<file path="config.mk">
export PLATFORM = sky130hd
export DESIGN_NAME = decode_exec_pipe
export DESIGN_NICKNAME = d
export VERILOG_FILES = /design/src/rtl/decode_exec_pipe.sv
export SDC_FILE = /design/constraint.sdc
export NUM_CORES = 1
export LEC_CHECK = 0
export CORE_MARGIN = 2
export CORE_UTILIZATION = 50
export CTS_BUF_LIST = sky130_fd_sc_hd__clkbuf_4
export DETAILED_ROUTE_END_ITERATION = 6
export GPL_ROUTABILITY_DRIVEN = 0
export PLACE_DENSITY = 0.78
export SETUP_SLACK_MARGIN = 0.5
export SLEW_MARGIN = 0
export SYNTH_ARGS = -nofsm -noshare
export SYNTH_HDL_FRONTEND = slang
export SYNTH_SLANG_ARGS = --single-unit
</file>
<file path="constraint.sdc">
create_clock -name clk -period 5.8 [get_ports clk]
set_input_delay 1.16 -clock clk [delete_from_list [all_inputs] [get_ports clk]]
set_output_delay 1.16 -clock clk [all_outputs]
set_load 0.01 [all_outputs]
</file>
<file path="src/rtl/decode_exec_pipe.sv">
// Two-entry skid buffer between decode and execute, with load-use hazard
// detection against the youngest held entry and a saturating stall counter.
module decode_exec_pipe #(
  parameter int unsigned XLEN   = 32,
  parameter int unsigned REG_AW = 4,
  parameter int unsigned CTRL_W = 16,
  parameter int unsigned LD_BIT = 7,
  parameter int unsigned WB_BIT = 2,
  parameter logic [XLEN-1:0] NOP_INSTR = 32'h6800_0000
) (
  input  logic              clk,
  input  logic              rst,
  input  logic              flush,
  input  logic              in_valid,
  output logic              in_ready,
  input  logic [XLEN-1:0]   in_pc,
  input  logic [XLEN-1:0]   in_instr,
  input  logic [XLEN-1:0]   in_a,
  input  logic [XLEN-1:0]   in_b,
  input  logic [XLEN-1:0]   in_rd2,
  input  logic [XLEN-1:0]   in_btarget,
  input  logic [CTRL_W-1:0] in_ctrl,
  input  logic [REG_AW-1:0] in_rs1,
  input  logic [REG_AW-1:0] in_rs2,
  input  logic [REG_AW-1:0] in_rd,
  input  logic              in_use_rs1,
  input  logic              in_use_rs2,
  output logic              out_valid,
  input  logic              out_ready,
  output logic [XLEN-1:0]   out_pc,
  output logic [XLEN-1:0]   out_instr,
  output logic [XLEN-1:0]   out_a,
  output logic [XLEN-1:0]   out_b,
  output logic [XLEN-1:0]   out_rd2,
  output logic [XLEN-1:0]   out_btarget,
  output logic [CTRL_W-1:0] out_ctrl,
  output logic [REG_AW-1:0] out_rs1,
  output logic [REG_AW-1:0] out_rs2,
  output logic [REG_AW-1:0] out_rd,
  output logic              load_use_stall,
  output logic [1:0]        occupancy,
  output logic [15:0]       stall_count
);

  typedef struct packed {
    logic [XLEN-1:0]   pc;
    logic [XLEN-1:0]   instr;
    logic [XLEN-1:0]   a;
    logic [XLEN-1:0]   b;
    logic [XLEN-1:0]   rd2;
    logic [XLEN-1:0]   btarget;
    logic [CTRL_W-1:0] ctrl;
    logic [REG_AW-1:0] rs1;
    logic [REG_AW-1:0] rs2;
    logic [REG_AW-1:0] rd;
  } entry_t;

  entry_t      head_q, head_d, skid_q, skid_d, in_e, yng;
  logic        head_v_q, head_v_d, skid_v_q, skid_v_d;
  logic [15:0] stall_cnt_q, stall_cnt_d;
  logic        yng_v, acc, deq;

  assign in_e = '{pc: in_pc, instr: in_instr, a: in_a, b: in_b, rd2: in_rd2,
                  btarget: in_btarget, ctrl: in_ctrl, rs1: in_rs1, rs2: in_rs2, rd: in_rd};

  // Hazard is checked against the most recently accepted entry only.
  assign yng_v = head_v_q | skid_v_q;
  assign yng   = skid_v_q ? skid_q : head_q;

  assign load_use_stall = in_valid & yng_v & yng.ctrl[LD_BIT] & yng.ctrl[WB_BIT] &
                          ((in_use_rs1 & (in_rs1 == yng.rd)) |
                           (in_use_rs2 & (in_rs2 == yng.rd)));

  assign occupancy = {1'b0, head_v_q} + {1'b0, skid_v_q};
  assign in_ready  = ~skid_v_q & ~load_use_stall & ~flush & ~rst;
  assign acc       = in_valid & in_ready;
  assign deq       = head_v_q & out_ready;

  always_comb begin
    head_d   = head_q;
    head_v_d = head_v_q;
    skid_d   = skid_q;
    skid_v_d = skid_v_q;
    if (deq) begin
      if (skid_v_q) begin
        head_d   = skid_q;
        skid_v_d = 1'b0;
      end else if (acc) begin
        head_d = in_e;
      end else begin
        head_v_d = 1'b0;
      end
    end else if (acc) begin
      if (head_v_q) begin
        skid_d   = in_e;
        skid_v_d = 1'b1;
      end else begin
        head_d   = in_e;
        head_v_d = 1'b1;
      end
    end
    stall_cnt_d = stall_cnt_q;
    if (load_use_stall && stall_cnt_q != 16'hFFFF) stall_cnt_d = stall_cnt_q + 16'd1;
  end

  always_ff @(posedge clk) begin
    if (rst) begin
      head_v_q    <= 1'b0;
      skid_v_q    <= 1'b0;
      head_q      <= '0;
      skid_q      <= '0;
      stall_cnt_q <= '0;
    end else if (flush) begin
      // A same-cycle dequeue was already taken by execute; just drop everything.
      head_v_q <= 1'b0;
      skid_v_q <= 1'b0;
    end else begin
      head_v_q    <= head_v_d;
      skid_v_q    <= skid_v_d;
      head_q      <= head_d;
      skid_q      <= skid_d;
      stall_cnt_q <= stall_cnt_d;
    end
  end

  assign stall_count = stall_cnt_q;
  assign out_valid   = head_v_q;
  assign out_pc      = head_v_q ? head_q.pc      : '0;
  assign out_instr   = head_v_q ? head_q.instr   : NOP_INSTR;
  assign out_a       = head_v_q ? head_q.a       : '0;
  assign out_b       = head_v_q ? head_q.b       : '0;
  assign out_rd2     = head_v_q ? head_q.rd2     : '0;
  assign out_btarget = head_v_q ? head_q.btarget : '0;
  assign out_ctrl    = head_v_q ? head_q.ctrl    : '0;
  assign out_rs1     = head_v_q ? head_q.rs1     : '0;
  assign out_rs2     = head_v_q ? head_q.rs2     : '0;
  assign out_rd      = head_v_q ? head_q.rd      : '0;

endmodule

</file>
======== Word-level counts from Yosys, hierarchy flattened ========
Index checks and enable logic that the tools add are counted.
storage, ports and cells
  flip-flop bits (word level) ............. 458
  output and inout bits ................... 241
  word-level logic and storage cells ...... 79
operators by class
  $add $sub $neg .......................... 2
  equal/unequal tests ..................... 6
  multiplexer cells ....................... 20
  bitwise operators ....................... 18
  reductions and logical operators ........ 10
operators with widths
  kind                                                    number
  two-way mux 220 bit                                     5
  two-way mux 32 bit                                      6
  two-way mux 20 bit                                      1
  adder 16 x 1 -> 16 bit (second input constant)          1
  two-way mux 16 bit                                      1
  inequality test 16 bit (second input constant)          1
  two-way mux 4 bit                                       3
  AND 1 bit                                               11
  == test 4 bit                                           2
  AND reduction 4 bit                                     2
  inverter 1 bit                                          5
  two-way mux 1 bit                                       4
  inequality test 2 bit (second input constant)           2
  AND reduction 2 bit                                     2
  nonzero test 2 bit                                      2
  AND reduction 3 bit                                     1
  OR reduction 3 bit                                      1
  adder 1 x 1 -> 2 bit                                    1
  inequality test 2 x 1 -> 1 bit (second input constant)  1
  OR 1 bit                                                2
  OR reduction 2 bit                                      1
  logical AND 1 bit                                       1

======== Logic depth before layout (Yosys ltp) ========
Gate-level depths: netlist (run 1).
  word-level depth ........................ 13
  gate-level depth with buffers ........... 10
  depth with buffers taken out ............ 7

======== Worst setup path after synthesis (run 1) ========
OpenSTA, ideal clock, no wires.
  path kind ............................... input port to output port
  start point ............................. in in_rs1[1]
  end point ............................... out in_ready
  arrival time ............................ 2.334 ns
  data required time ...................... 4.640 ns
  path slack .............................. 2.306 ns
  cell stages on the path ................. 8
  buffers on the path ..................... 3
  cells stage by stage .................... nand2b_1 > mux2i_1 > nand4_1 > a21o_1 > buf_2 > buf_2 > buf_2 > and2_1
on the way
  longest elaborated chain between the ends .. 8
ends and longest elaborated chain
  what                    line  source
  start: declaration      23    input logic [REG_AW-1:0] in_rs1,
  == test 4 bit           71    ((in_use_rs1 & (in_rs1 == yng.rd)) |
  AND 1 bit               71
  OR 1 bit                71
  AND 1 bit               70    assign load_use_stall = in_valid & yng_v & yng.ctrl[LD_BIT] & yng.ctrl[WB_BIT] &
  inverter 1 bit          75    assign in_ready = ~skid_v_q & ~load_use_stall & ~flush & ~rst;
  AND 1 bit (3 in a row)  75
  end: declaration        15    output logic in_ready,
Every way passes these cells.

======== Worst setup path in the final report (run 1) ========
  start point ............................. reg skid_v_q
  end point ............................... out load_use_stall
on the way
  longest elaborated chain between the ends .. 5
ends and longest elaborated chain
  what                                                   line        source
  start: declaration                                     59          logic head_v_q, head_v_d, skid_v_q, skid_v_d;
  start signal: assignment                               119         skid_v_q <= skid_v_d;
  two-way mux 20 bit / OR 1 bit (equally long branches)  68, 67
  == test 4 bit (tied with other cells)                  71
  AND 1 bit (on tied branches)                           71, 70, 72
  OR 1 bit / AND 1 bit (equally long branches)           71, 70
  AND 1 bit (*)                                          70
  end: declaration                                       40          output logic load_use_stall,
Mark *: on every way between the ends. The rest lies on a longest branch, timed or not.

==> results of run 1 <==
==> final timing paths <==
| kind | slack [ps] | endpoint | from | cells after the start |
|---|---|---|---|---|
| worst min register to register | 480 | skid_q[58]$_SDFFE_PP0P_ | skid_q[58]$_SDFFE_PP0P_ | 2 |
| worst min-delay path | 480 | skid_q[58]$_SDFFE_PP0P_ | skid_q[58]$_SDFFE_PP0P_ | 2 |
| worst max register to register | 1600 | head_q[181]$_SDFFE_PP0P_ | skid_v_q$_SDFFE_PP0P_ | 8 |
| worst max-delay path | 770 | load_use_stall | skid_v_q$_SDFFE_PP0P_ | 6 |
==> stage by stage <==
| stage | util (%) | area, um2 | total power [mW] | instances |
|---|---|---|---|---|
| after floorplan | - | 23000 | 3.74 | 2159 |
| after global placement | 60.8 | 27600 | 4.02 | 3020 |
| after detailed placement | 60.8 | 27600 | 4.04 | 3020 |
| after CTS | 64.2 | 29200 | 6.97 | 3233 |
| after global routing | 64.3 | 29200 | 7.19 | 3239 |
| final | 64.3 | 29200 | 6.87 | 3241 |
==> routing by layer <==
layer	routed length (um)	part of all wire [%]	vias to the layer above	global-route usage, %
li1	-	-	8678	-
met3	5960	8.8	119	11.5
met2	30900	45	565	43.6
met5	93	0.14	-	0
met1	29100	43	9005	34.4
met4	1980	2.9	14	10.9
==> kinds of logic (layout without fill, tap and decap cells) <==
family,Yosys count,after routing,synth area share [%]
compound gates,467,467,19.5
xor+xnor,6,6,0.229
fa+ha+maj,3,3,0.163
buf+inv,234,708,4.99
flops,458,458,39.9
mux,452,452,20.8
other cells,0,8,0
simple gates,539,539,14.4
==> layout by cell type, fill, tap and decap left out, drive strengths merged, types with 2 or more instances in the layout <==
cell / count
xor2: 6
clkdlybuf4s50: 466
or4: 6
diode: 8
o31ai: 5
nand2: 8
a211oi: 440
nand3: 10
o21ai: 4
nand4: 6
mux2i: 250
mux2: 202
and2: 220
dfxtp: 458
and3: 5
clkinv: 17
ha: 3
clkbuf: 193
a31oi: 2
a21oi: 11
or3: 4
nor3: 5
a21o: 2
nand2b: 54
nor2b: 201
inv: 7
nor2: 14
buf: 24
==> power groups by stage <==
stage	sequential, mW	clock [mW]	combinational (mW)
after floorplan	3.34	0	0.401
after global placement	3.36	0	0.659
after detailed placement	3.36	0	0.679
after CTS	3.29	2.99	0.682
after global routing	3.30	3.16	0.733
final	3.29	2.90	0.679
==> state kept, by name, indices dropped and copies added, names as in the netlist <==
name and count:
stall_count 16, skid_q 220, out_valid 1, head_q 220
skid_v_q 1
==> tightest hold or removal path, stage by stage (launching register included) <==
cell and delay, ps:
dfxtp_1 310, nand2b_1 60, mux2i_1 50
==> area by class of cell <==
type | count | area (um2)
inverters | 5 | 18.8
diodes | 8 | 20.0
well taps | 600 | 751
multi-input cells | 1467 | 12700
clock inverters | 20 | 104
flip-flops and latches | 458 | 9170
clock buffers | 193 | 1450
fillers | 3634 | 16200
repair buffers | 490 | 4940
==> results.md, run 1 <==
- Synth top cells by count: 458 x dfxtp_1, 246 x mux2i_1, 240 x a211oi_1, 220 x and2_1, 201 x nor2b_1
- Relative slew margins: 19.3%
- Final Cycle Share: 86.7%
- Pwr/cell area: 236 nW/um2
- H-Tree Depth: 4
- Seq/Total Area, Yosys: 39.9%
- Worst-Margin Slew: 1210 ps
- Slowest stage cell, crit path: dfxtp_1
- Delay-heaviest family, CP: buffers and inverters
- Vias per Instance: 5.67
- Routed len/inst: 21.0 um
- Int Power: 5.13 mW
- Number of global-route vias before repair: 19,021
- GRT Residual Overflow: 0
- Drt pass-1 iters: 5
- Post-Syn Nets: 2,389
- Clock transition at path regs: 60 ps
- Crit path launch type: flop
- Cell Chain, Critical Path: mux2i_2 > xor2_1 > nand4_1 > a21o_4 > inv_2 > clkdlybuf4s50_1
- CP max stage delay: 810 ps
- Die Width: 218 um
- EDFF count, synth: 0
- Final hold viol count: 0
- Die height: 218 um
- Die ar.: 47,700 um2
- Cell area after synthesis: 23,000 um2
- Max Clock Skew: 39.1 ps
- RSZ-0062 raised after global routing: false
- Count of cell types in the netlist: 41
- Outcome: completed
- Gates resized, CTS repair: 0
- Register share of total power: 47.9%
- Worst-path maximum fanout: 34
- Maximum VDD drop: 0.182 mV
- Post-synthesis async set-or-reset flop share: 0%
- Cell taking the most area after synthesis: dfxtp_1
- CTS tree: yes
- Starting DRT DRC Count: 1,209
- Slew Limit Fails: 0
- Largest net degree at the start of global routing: 221
- CP Class: flop to output pin
- Worst Path Arrival: 3870 ps
- Peak Freq: 199 MHz
- First-pass GRT wire length: 106,000 um
- ANT nets after route: 0
- Inserted Clock Buffers: 131
- Period minus WS final: 5030 ps
- Mapped Cells: 2,159
- Worst setup margin: 769 ps
- Clock Sinks: 458
- Top cells by area, synth: dfxtp_1 40%, a211oi_2 11%, mux2i_1 11%
- Switch Pwr: 1.75 mW
- Core Area: 45,400 um2
- Leakage power: 12.1 nW
- Synth Flop Type: dfxtp_1
- Routed wire length: 68,000 um
- Min-delay worst type: flop to flop
- Synthesized flop and latch total: 458
- Residual DRC count: 0
- Logic pwr share: 9.9%
- Clk_lat worst skew: 960 ps
- GRT Util Overall: 28.0%
- Total of max-cap violations: 0
- Clock power frac: 42.2%
- CP Data Required Time: 4640 ps
- Initial core utilization: 50.6%
- Total vias in the final route: 18,381
- Clock root cell: clkbuf_4
- Post-CTS Setup Inserts: 0
- Layout cells sized above 1: 22.9%
- Worst setup EP type: output pin
- Initial antenna violation count: 14
- Setup tns final: 0 ps
- Final setup violation count: 0
- Share of the synthesized area in the top cell type: 39.9%
- CTS Hold Buffers Added: 0
- Boundary pin count: 468
- Buf/Inv on CP: 2
- Synth warn: 0
- Most common cell in the netlist: dfxtp_1
- I/O Buffers: 467
- Sw Ratio: 25.4%
- Post-DP HPWL: 41,600 um
- Pre-CTS setup slack: 1150 ps
- Clock buffer depth: 3
- P&R area growth vs syn: 26.9%
- Hold WS: 475 ps
- # rows: 78
- Nets: 2,783
- Syn_area_per_cell: 10.6 um2
Power figures use the tool's default switching activity.
==> inputs of run 2 (changes only) <==
--- a/config.mk
+++ b/config.mk
@@ -10,2 +10,3 @@
 export CTS_BUF_LIST = sky130_fd_sc_hd__clkbuf_4
+export CTS_CLUSTER_SIZE = 12
 export DETAILED_ROUTE_END_ITERATION = 6
==> constraint.sdc (replaced) <==
create_clock -name clk -period 5.3 [get_ports clk]
set_input_delay 1.59 -clock clk [delete_from_list [all_inputs] [get_ports clk]]
set_output_delay 1.59 -clock clk [all_outputs]
set_load 0.01 [all_outputs]
==> run 2 against run 1 <==
  * The flow now finishes with violations (slew limit)
  * First-iteration DRC count fell by 16%
  * Die area unchanged
  * Clock skew up 0.71 ps
  * Critical endpoint is now in_ready
  * Worst setup slack got worse by 210 ps
  * Non-clock buffer count up 6
==> results.md, run 2 (same netlist as run 1, synthesis figures left out) <==
- Final hold viol count: 0 (unchanged)
- Clock root cell: clkbuf_4
- Setup tns final: 0 ps (unchanged)
- Relative slew margins: -10.1% (-29 points)
- Worst R2R End: head_q[61]$_SDFFE_PP0P_
- Core Area: 45,400 um2 (unchanged)
- RSZ-0062 raised after global routing: false
- Layout cells sized above 1: 23.2% (+0.24 points)
- GRT Residual Overflow: 0 (unchanged)
- P&R area growth vs syn: 27.9%
- Clock transition at path regs: 60 ps (about the same)
- CTS tree: yes
- Clk_lat worst skew: 880 ps (-80 ps)
- Number of global-route vias before repair: 18,954 (-0.35%)
- Outcome: complete, but fails checks
- Slew Limit Fails: 107 (+107)
- Clock Sinks: 458 (unchanged)
- R2R Setup Slk: 1270 ps (-330 ps)
- Die Width: 218 um (unchanged)
- R2R depth: 10 (+2)
- Leakage power: 12.3 nW (+1.3%)
- Residual DRC count: 0 (unchanged)
- Total of max-cap violations: 0 (unchanged)
- Final setup violation count: 0 (unchanged)
- Failing checks: slew limit
- Worst Path Arrival: 3150 ps (-720 ps)
- Die ar.: 47,700 um2 (unchanged)
- Non-filler cells, final: 3,253 (+0.37%)
- Hold Crit Start: skid_q[140]$_SDFFE_PP0P_
- Cells after DPL: 3,023 (+0.099%)
- Hold endpoint: skid_q[140]$_SDFFE_PP0P_
- Final Cycle Share: 89.5%
- Boundary pin count: 468 (unchanged)
- # rows: 78 (unchanged)
- Max Clock Skew: 39.9 ps (+0.712 ps)
- Initial core utilization: 50.6% (unchanged)
- Pre-CTS setup slack: 250 ps (-896 ps)
- Min-delay worst type: flop to flop
- Crit path launch type: input pin
- Die height: 218 um (unchanged)
- CP Data Required Time: 3710 ps (-930 ps)
- H-Tree Depth: 3 (-1)
- Initial antenna violation count: 16 (+2)
- Commonest cells after routing, fill and taps aside: 456 x dfxtp_1, 456 x clkdlybuf4s50_1, 246 x mux2i_1, 240 x a211oi_1, 220 x and2_1
- Drt pass-1 iters: 7 (+2)
- Pwr/cell area: 260 nW/um2 (+10%)
- Routed len/inst: 21.0 um (+0.23%)
- Critical R2R Launch: skid_v_q$_SDFFE_PP0P_
- Inserted Clock Buffers: 121 (-7.6%)
- Nets: 2,779 (-0.14%)
- Maximum VDD drop: 0.214 mV (+18%)
- Vias per Instance: 5.65 (-0.39%)
- ANT nets after route: 0 (unchanged)
- I/O Buffers: 467 (unchanged)
- First-pass GRT wire length: 105,000 um (-1.0%)
- Worst setup EP type: output pin
- Peak Freq: 211 MHz
- Starting DRT DRC Count: 1,011 (-16%)
- Hold WS: 473 ps (-2.12 ps)
- Period minus WS final: 4740 ps
- Routed wire length: 68,400 um (+0.60%)
- Worst-Margin Slew: 1650 ps (+442 ps)
- Worst setup margin: 559 ps (-210 ps)
- Total vias in the final route: 18,378 (-0.016%)
- Worst-path maximum fanout: 3 (-91%)
- GRT Util Overall: 27.7% (-0.35 points)
- Hold-critical path depth: 2 (unchanged)
- Fillers: 3,646 (+0.33%)
- Clock buffer depth: 3 (unchanged)
- CP Class: input pin to output pin
- Post-DP HPWL: 41,400 um (-0.42%)
- CTS Hold Buffers Added: 0 (unchanged)
- Largest net degree at the start of global routing: 226 (+2.3%)
- Post-layout util: 64.8% (+0.47 points)
run 2: worst max path at each step:
| stage | startpoint | to | slack, ps | cells after the start |
|---|---|---|---|---|
| final | in_rs2[1] | in_ready | 560 | 7 |
| after detailed placement | in_rs1[3] | in_ready | 250 | 6 |
| after global placement | in_rs1[1] | in_ready | 280 | 7 |
| after global routing | in_use_rs2 | in_ready | 520 | 8 |
| after floorplan | in_rs1[1] | in_ready | 950 | 8 |
| after CTS | in_rs2[3] | in_ready | 350 | 7 |
run 2: routing by layer:
metal,part of all wire [%],up-vias,wire (um),track usage [%]
met3,8.9,142,6070,10.5
li1,-,8672,-,-
met4,3.6,8,2480,12.2
met1,42,9005,28900,33.9
met2,45,551,30900,43.1
met5,0.083,-,57,0
run 2: layout make-up:
cell class              count  area (um2)  share of cell area (%)
flip-flops and latches    458        9170                    31.2
well taps                 600         751                    2.55
multi-input cells        1467       12700                    43.3
repair buffers            496        5050                    17.2
clock inverters            21         184                   0.626
clock buffers             193        1450                    4.93
inverters                   5        18.8                  0.0639
diodes                     13        32.5                   0.111
run 2: where the power goes:
part,switching [mW],internal (mW),total [mW]
registers,0.0503,3.54,3.59
logic,0.375,0.378,0.753
clock network,1.48,1.82,3.30
run 2: per-stage QoR:
stage	power, mW	instance area [um2]
after global placement	4.39	27700
after floorplan	4.09	23000
after CTS	7.72	29300
final	7.64	29400
after detailed placement	4.42	27700
after global routing	7.97	29400
run 2: critical path, stage by stage:
cell and delay (ps):
clkdlybuf4s50_1 520, xor2_1 160, nand4_1 140, a21o_4 230, buf_4 150, and2_1 130, clkdlybuf4s15_1 230
run 2: what timing repair did:
item                                    CTS  global route
gates resized for setup                   5             8
cloned                                    0             0
setup buffers                             2             1
endpoints found under the setup margin    2             2
pin swaps                                 3             4
